## src/rtl/priority_encoder_seq.sv

```systemverilog
// Sequential priority encoder: captures a request vector and emits one
// beat per set bit, highest-first (mode=0) or lowest-first (mode=1).
//
// Ports:
//   clk        clock, rising edge
//   rst        asynchronous active-high reset
//   in_valid   request vector offered
//   in_ready   block can capture a vector this cycle (IDLE only)
//   in_vec     request vector, bit i = request on line i
//   mode       0 = highest index first, 1 = lowest index first
//   out_valid  out_idx/out_zero/out_last are valid
//   out_ready  downstream accepts the current beat
//   out_idx    index of the current winning bit
//   out_zero   captured vector was all-zero
//   out_last   current beat is the final one for the captured vector
//   pend_cnt   set bits still pending, including the current beat
module priority_encoder_seq #(
    parameter int WIDTH = 8,
    parameter int IDX_W = $clog2(WIDTH)
) (
    input  logic             clk,
    input  logic             rst,
    input  logic             in_valid,
    output logic             in_ready,
    input  logic [WIDTH-1:0] in_vec,
    input  logic             mode,
    output logic             out_valid,
    input  logic             out_ready,
    output logic [IDX_W-1:0] out_idx,
    output logic             out_zero,
    output logic             out_last,
    output logic [IDX_W:0]   pend_cnt
);

    typedef enum logic {
        IDLE = 1'b0,
        EMIT = 1'b1
    } state_t;

    state_t           state;
    state_t           state_nx;

    logic [WIDTH-1:0] pend_vec;
    logic [WIDTH-1:0] clr_vec;
    logic             mode_q;
    logic             zero_q;

    logic             cap;
    logic             xfer;
    logic             last_i;

    logic [IDX_W-1:0] hi_idx;
    logic [IDX_W-1:0] lo_idx;
    logic [IDX_W-1:0] win_idx;
    logic [IDX_W:0]   cnt;

    // State register
    always_ff @(posedge clk or posedge rst) begin
        if (rst) begin
            state <= IDLE;
        end else begin
            state <= state_nx;
        end
    end

    // Next state and handshake outputs. in_ready is masked by rst so it
    // reads 0 for the whole reset window, not only after the first edge.
    always_comb begin
        state_nx  = state;
        in_ready  = 1'b0;
        out_valid = 1'b0;
        cap       = 1'b0;
        xfer      = 1'b0;
        unique case (state)
            IDLE: begin
                in_ready = !rst;
                cap      = in_valid && !rst;
                if (cap) begin
                    state_nx = EMIT;
                end
            end
            EMIT: begin
                out_valid = 1'b1;
                xfer      = out_ready;
                if (out_ready && last_i) begin
                    state_nx = IDLE;
                end
            end
            default: begin
                state_nx = IDLE;
            end
        endcase
    end

    // Highest and lowest set index of the pending vector. Both scans only
    // ever assign indices below WIDTH, so non-power-of-two widths cannot
    // produce an out-of-range winner.
    always_comb begin
        hi_idx = '0;
        for (int i = 0; i < WIDTH; i++) begin
            if (pend_vec[i]) begin
                hi_idx = IDX_W'(i);
            end
        end
    end

    always_comb begin
        lo_idx = '0;
        for (int i = WIDTH - 1; i >= 0; i--) begin
            if (pend_vec[i]) begin
                lo_idx = IDX_W'(i);
            end
        end
    end

    always_comb begin
        cnt = '0;
        for (int i = 0; i < WIDTH; i++) begin
            cnt = cnt + (IDX_W + 1)'(pend_vec[i]);
        end
    end

    assign win_idx = mode_q ? lo_idx : hi_idx;

    // Single-bit mask of the winner, built by compare so that the bit
    // select never needs an index wider than the vector.
    always_comb begin
        clr_vec = '0;
        for (int i = 0; i < WIDTH; i++) begin
            if (IDX_W'(i) == win_idx) begin
                clr_vec[i] = 1'b1;
            end
        end
    end

    // An all-zero capture still produces one beat, flagged via zero_q.
    assign last_i = zero_q || (cnt == (IDX_W + 1)'(1));

    // Captured vector and per-capture flags
    always_ff @(posedge clk or posedge rst) begin
        if (rst) begin
            pend_vec <= '0;
            mode_q   <= 1'b0;
            zero_q   <= 1'b0;
        end else if (cap) begin
            pend_vec <= in_vec;
            mode_q   <= mode;
            zero_q   <= (in_vec == '0);
        end else if (xfer) begin
            pend_vec <= pend_vec & ~clr_vec;
            if (last_i) begin
                zero_q <= 1'b0;
            end
        end
    end

    // Beat outputs depend on registered state only.
    always_comb begin
        out_idx  = '0;
        out_zero = 1'b0;
        out_last = 1'b0;
        pend_cnt = '0;
        if (state == EMIT) begin
            out_idx  = win_idx;
            out_zero = zero_q;
            out_last = last_i;
            pend_cnt = cnt;
        end
    end

endmodule

```

## config.mk

```make
export PLATFORM = sky130hd
export DESIGN_NAME = priority_encoder_seq
export DESIGN_NICKNAME = d
export VERILOG_FILES = /design/src/rtl/priority_encoder_seq.sv
export SDC_FILE = /design/constraint.sdc
export NUM_CORES = 1
export LEC_CHECK = 0
export ABC_AREA = 1
export CORE_UTILIZATION = 49
export DETAILED_ROUTE_END_ITERATION = 7
export PLACE_DENSITY = 0.77
export SKIP_LAST_GASP = 1
export SLEW_MARGIN = 40
export SYNTH_ARGS = -nofsm -noshare
export SYNTH_HDL_FRONTEND = slang
export SYNTH_SLANG_ARGS = --single-unit
export TNS_END_PERCENT = 100
```

## constraint.sdc

```tcl
create_clock -name clk -period 4 [get_ports clk]
set_clock_uncertainty 0.1 [all_clocks]
set_input_delay 0.8 -clock clk [delete_from_list [all_inputs] [get_ports clk]]
set_output_delay 0.8 -clock clk [all_outputs]
set_load 0.03 [all_outputs]
```

==> results of run 1 <==
-- worst max-delay path: stages, from the launching register on --
cell	delay, ns
dfrtp_1	0.41
fa_1	0.56
inv_2	0.04
fa_1	0.47
fa_1	0.51
inv_2	0.05
ha_4	0.15
fa_2	0.54
inv_2	0.04
a41oi_2	0.22
nor2_4	0.06
buf_6	0.14
-- stage by stage --
stage / instances / utilization, % / instance area [um^2] / worst slack (ns)
after floorplan: 161 / - / 1069 / 0.01678
after global placement: 215 / 68.18 / 1351 / -0.06708
after detailed placement: 215 / 68.18 / 1351 / -0.1285
after CTS: 219 / 70.39 / 1395 / -0.3645
after global routing: 220 / 71.28 / 1413 / -0.4363
final: 220 / 71.28 / 1413 / -0.3515
-- final cells by class --
class	count	area, um^2
multi-input cells	105	635.6
fillers	148	569.3
flip-flops and latches	11	275.3
repair buffers	29	271.5
inverters	44	170.2
well taps	27	33.78
clock buffers	4	26.28
-- what timing repair did --
| action | CTS | global route |
|---|---|---|
| gates resized for setup | 9 | 7 |
| hold endpoints to repair | 0 | 0 |
| pin swaps | 3 | 0 |
| endpoints found under the setup margin | 5 | 5 |
| setup buffers | 0 | 1 |
-- cells in the final DEF (no fill, tap or decap), drive strengths merged --
cell	Yosys	routed
dfrtp	11	11
o31ai	1	1
nor3	1	1
a41oi	1	1
a21boi	1	1
clkbuf	0	5
nor2	14	14
o22ai	4	4
nand4	4	4
o21ai	9	9
inv	44	44
nand2	50	50
xnor2	1	1
clkdlybuf4s50	0	18
buf	1	9
clkdlybuf4s15	0	1
ha	3	3
nand3	11	11
a21oi	1	1
fa	4	4
-- worst paths after layout --
kind | end | slack [ns] | cells after the start
setup / recovery | out_last | -0.35 | 11
hold / removal | zero_q | 0.50 | 2
min in group asynchronous | zero_q | 0.81 | 2
setup reg to reg | state | 0.64 | 11
hold reg to reg | zero_q | 0.50 | 2
max in group asynchronous | pend_vec[5] | 2.69 | 2
-- cells by family (layout without fill, tap and decap cells) --
kind of cell / Yosys count / count (layout) / share of synthesized area (%)
buffers and inverters: 45 / 77 / 17.26
adders and majority gates: 7 / 7 / 11.19
DFF: 11 / 11 / 26.19
and+or+nand+nor: 80 / 80 / 35.12
AOI/OAI and AO/OA: 17 / 17 / 9.404
xor gates and xnor gates: 1 / 1 / 0.8335
-- layer usage --
| layer | up-vias | part of all wire, % |
|---|---|---|
| met2 | 29 | 48 |
| met1 | 503 | 47 |
| met5 | - | 0 |
| met4 | 0 | 1.6 |
| met3 | 4 | 3.7 |
| li1 | 554 | - |
-- flip-flops by register name, indices dropped and copies added, names as in the netlist --
| register | count |
|---|---|
| zero_q | 1 |
| mode_q | 1 |
| pend_vec | 8 |
| state | 1 |
==> metrics.md, run 1 <==
| Metric | Value |
|---|---|
| Run status | finished with violations |
| Failing checks | setup timing |
| Setup TNS | -0.7663 ns |
| Longest Clk Path Bufs | 2 |
| Number of global-route vias before repair | 1,096 |
| Initial antenna violation count | 0 |
| CTS Buf Count | 3 |
| # nets final | 214 |
| Hold Buf Count CTS | 0 |
| Final HPWL DP | 2197 um |
| Clock-pin slew on the worst setup and hold paths | 0.07 ns |
| Site Rows | 16 |
| Clock sinks | 11 |
| Residual DRC | 0 |
| Hold_sp | zero_q |
| Commonest cells in the netlist | nand2_1, inv_1, nor2_1 |
| Initial core utilization | 53.03% |
| Slew headroom | 71.21% |
| Min Tclk post-route | 4.352 ns |
| Hold slack | 0.5048 ns |
| H-tree Lvls | 1 |
| Worst setup EP type | output port |
| Final worst-path cycle share | 108.8% |
| Unique cell type count in the Yosys netlist | 24 |
| Unrepaired setup endpoints after global routing | true |
| Synth area leader | dfrtp_1 |
| Top-count cell post-synth | nand2_1 |
| Reg2Reg Launch Point | pend_vec[0] |
| Final Hold Fails | 0 |
| Layout cell share with drive strength beyond 1 | 19.69% |
| Max cap viols | 0 |
| Seq/Total Area, Yosys | 26.19% |
| Flip-flop and latch count after synthesis | 11 |
| Core outline area | 0.001982 mm^2 |
| CTS tree | yes |
| ANT nets after route | 0 |
| Area grow syn2layout | 34.40% |
| Die Wd | 48.32 um |
| Share of the synthesized area in the top cell type | 26.19% |
| Initial DRC count | 41 |
| WP data arrival | 3.45 ns |
| Post-synth EDFFs | 0 |
| Setup crit start | pend_vec[0] |
| Top cells by area, synth | dfrtp_1, nand2_1, inv_1 |
| Hold Path Class | flop to flop |
| Fmax | 229.8 MHz |
| Met1 usage | 34.53% |
| First-pass GRT wire length | 4685 um |
| Top FF cell, synth | dfrtp_1 |
| Grt ovf | 0 |
| Critical Setup Path Class | flop to output port |
| Avg WL per Cell | 12.20 um |
| Root Driver | clkbuf_4 |
| Worst skew pair latency | 0.27 ns |
| Via density | 4.955 |
| Critical Path RT | 3.10 ns |
| TritonRoute pass-1 iters | 5 |
| Die Y-Extent | 48.32 um |
| Mean Syn Cell Area | 6.528 um^2 |
| Crit Path Max Fanout | 2 |
| Pin count of the biggest net entering global routing | 19 |
| Synth Warn # | 0 |
| Full die area | 0.002334 mm^2 |
| Synthesized net count | 181 |
| Final wirelength | 2683 um |
| Worst Max-Slew Pin Slew | 0.4314 ns |
| # diodes | 0 |
| Final setup violation count | 3 |
| Vias post-DR | 1,090 |
| Asr flop ratio synth | 100.0% |
| Max-slew violations | 0 |
| Met3 usage | 3.145% |
| Startpoint types | flop |
| IO Count | 24 |
| Synthesized area | 0.001051 mm^2 |
| IO Port Bufs | 23 |
| GP Congestion | 0.8851 |
| Grt peak-use layer | met2 |
| Tot GR Track Use | 25.82% |
| Syn Inst Count | 161 |
| Worst setup margin | -0.3515 ns |
| GR Layer Usage met2 | 42.49% |
Power of run 1 is left out: the tool's default activity adds up to more than one toggle a clock period on the data nets, which glitch-free logic cannot reach.
==> run 2, diff against run 1 <==
CAP_MARGIN = 20   (was default)
==> results of run 2 <==
Final layout, timing and power as in run 1 (identical DEF).
Power of run 2 is left out for the same reason.
==> run 3, diff against run 2 <==
CTS_CLUSTER_DIAMETER = 40   (was default)
==> results of run 3 <==
Final layout, timing and power as in run 1 (identical DEF).
Power of run 3 is left out for the same reason.
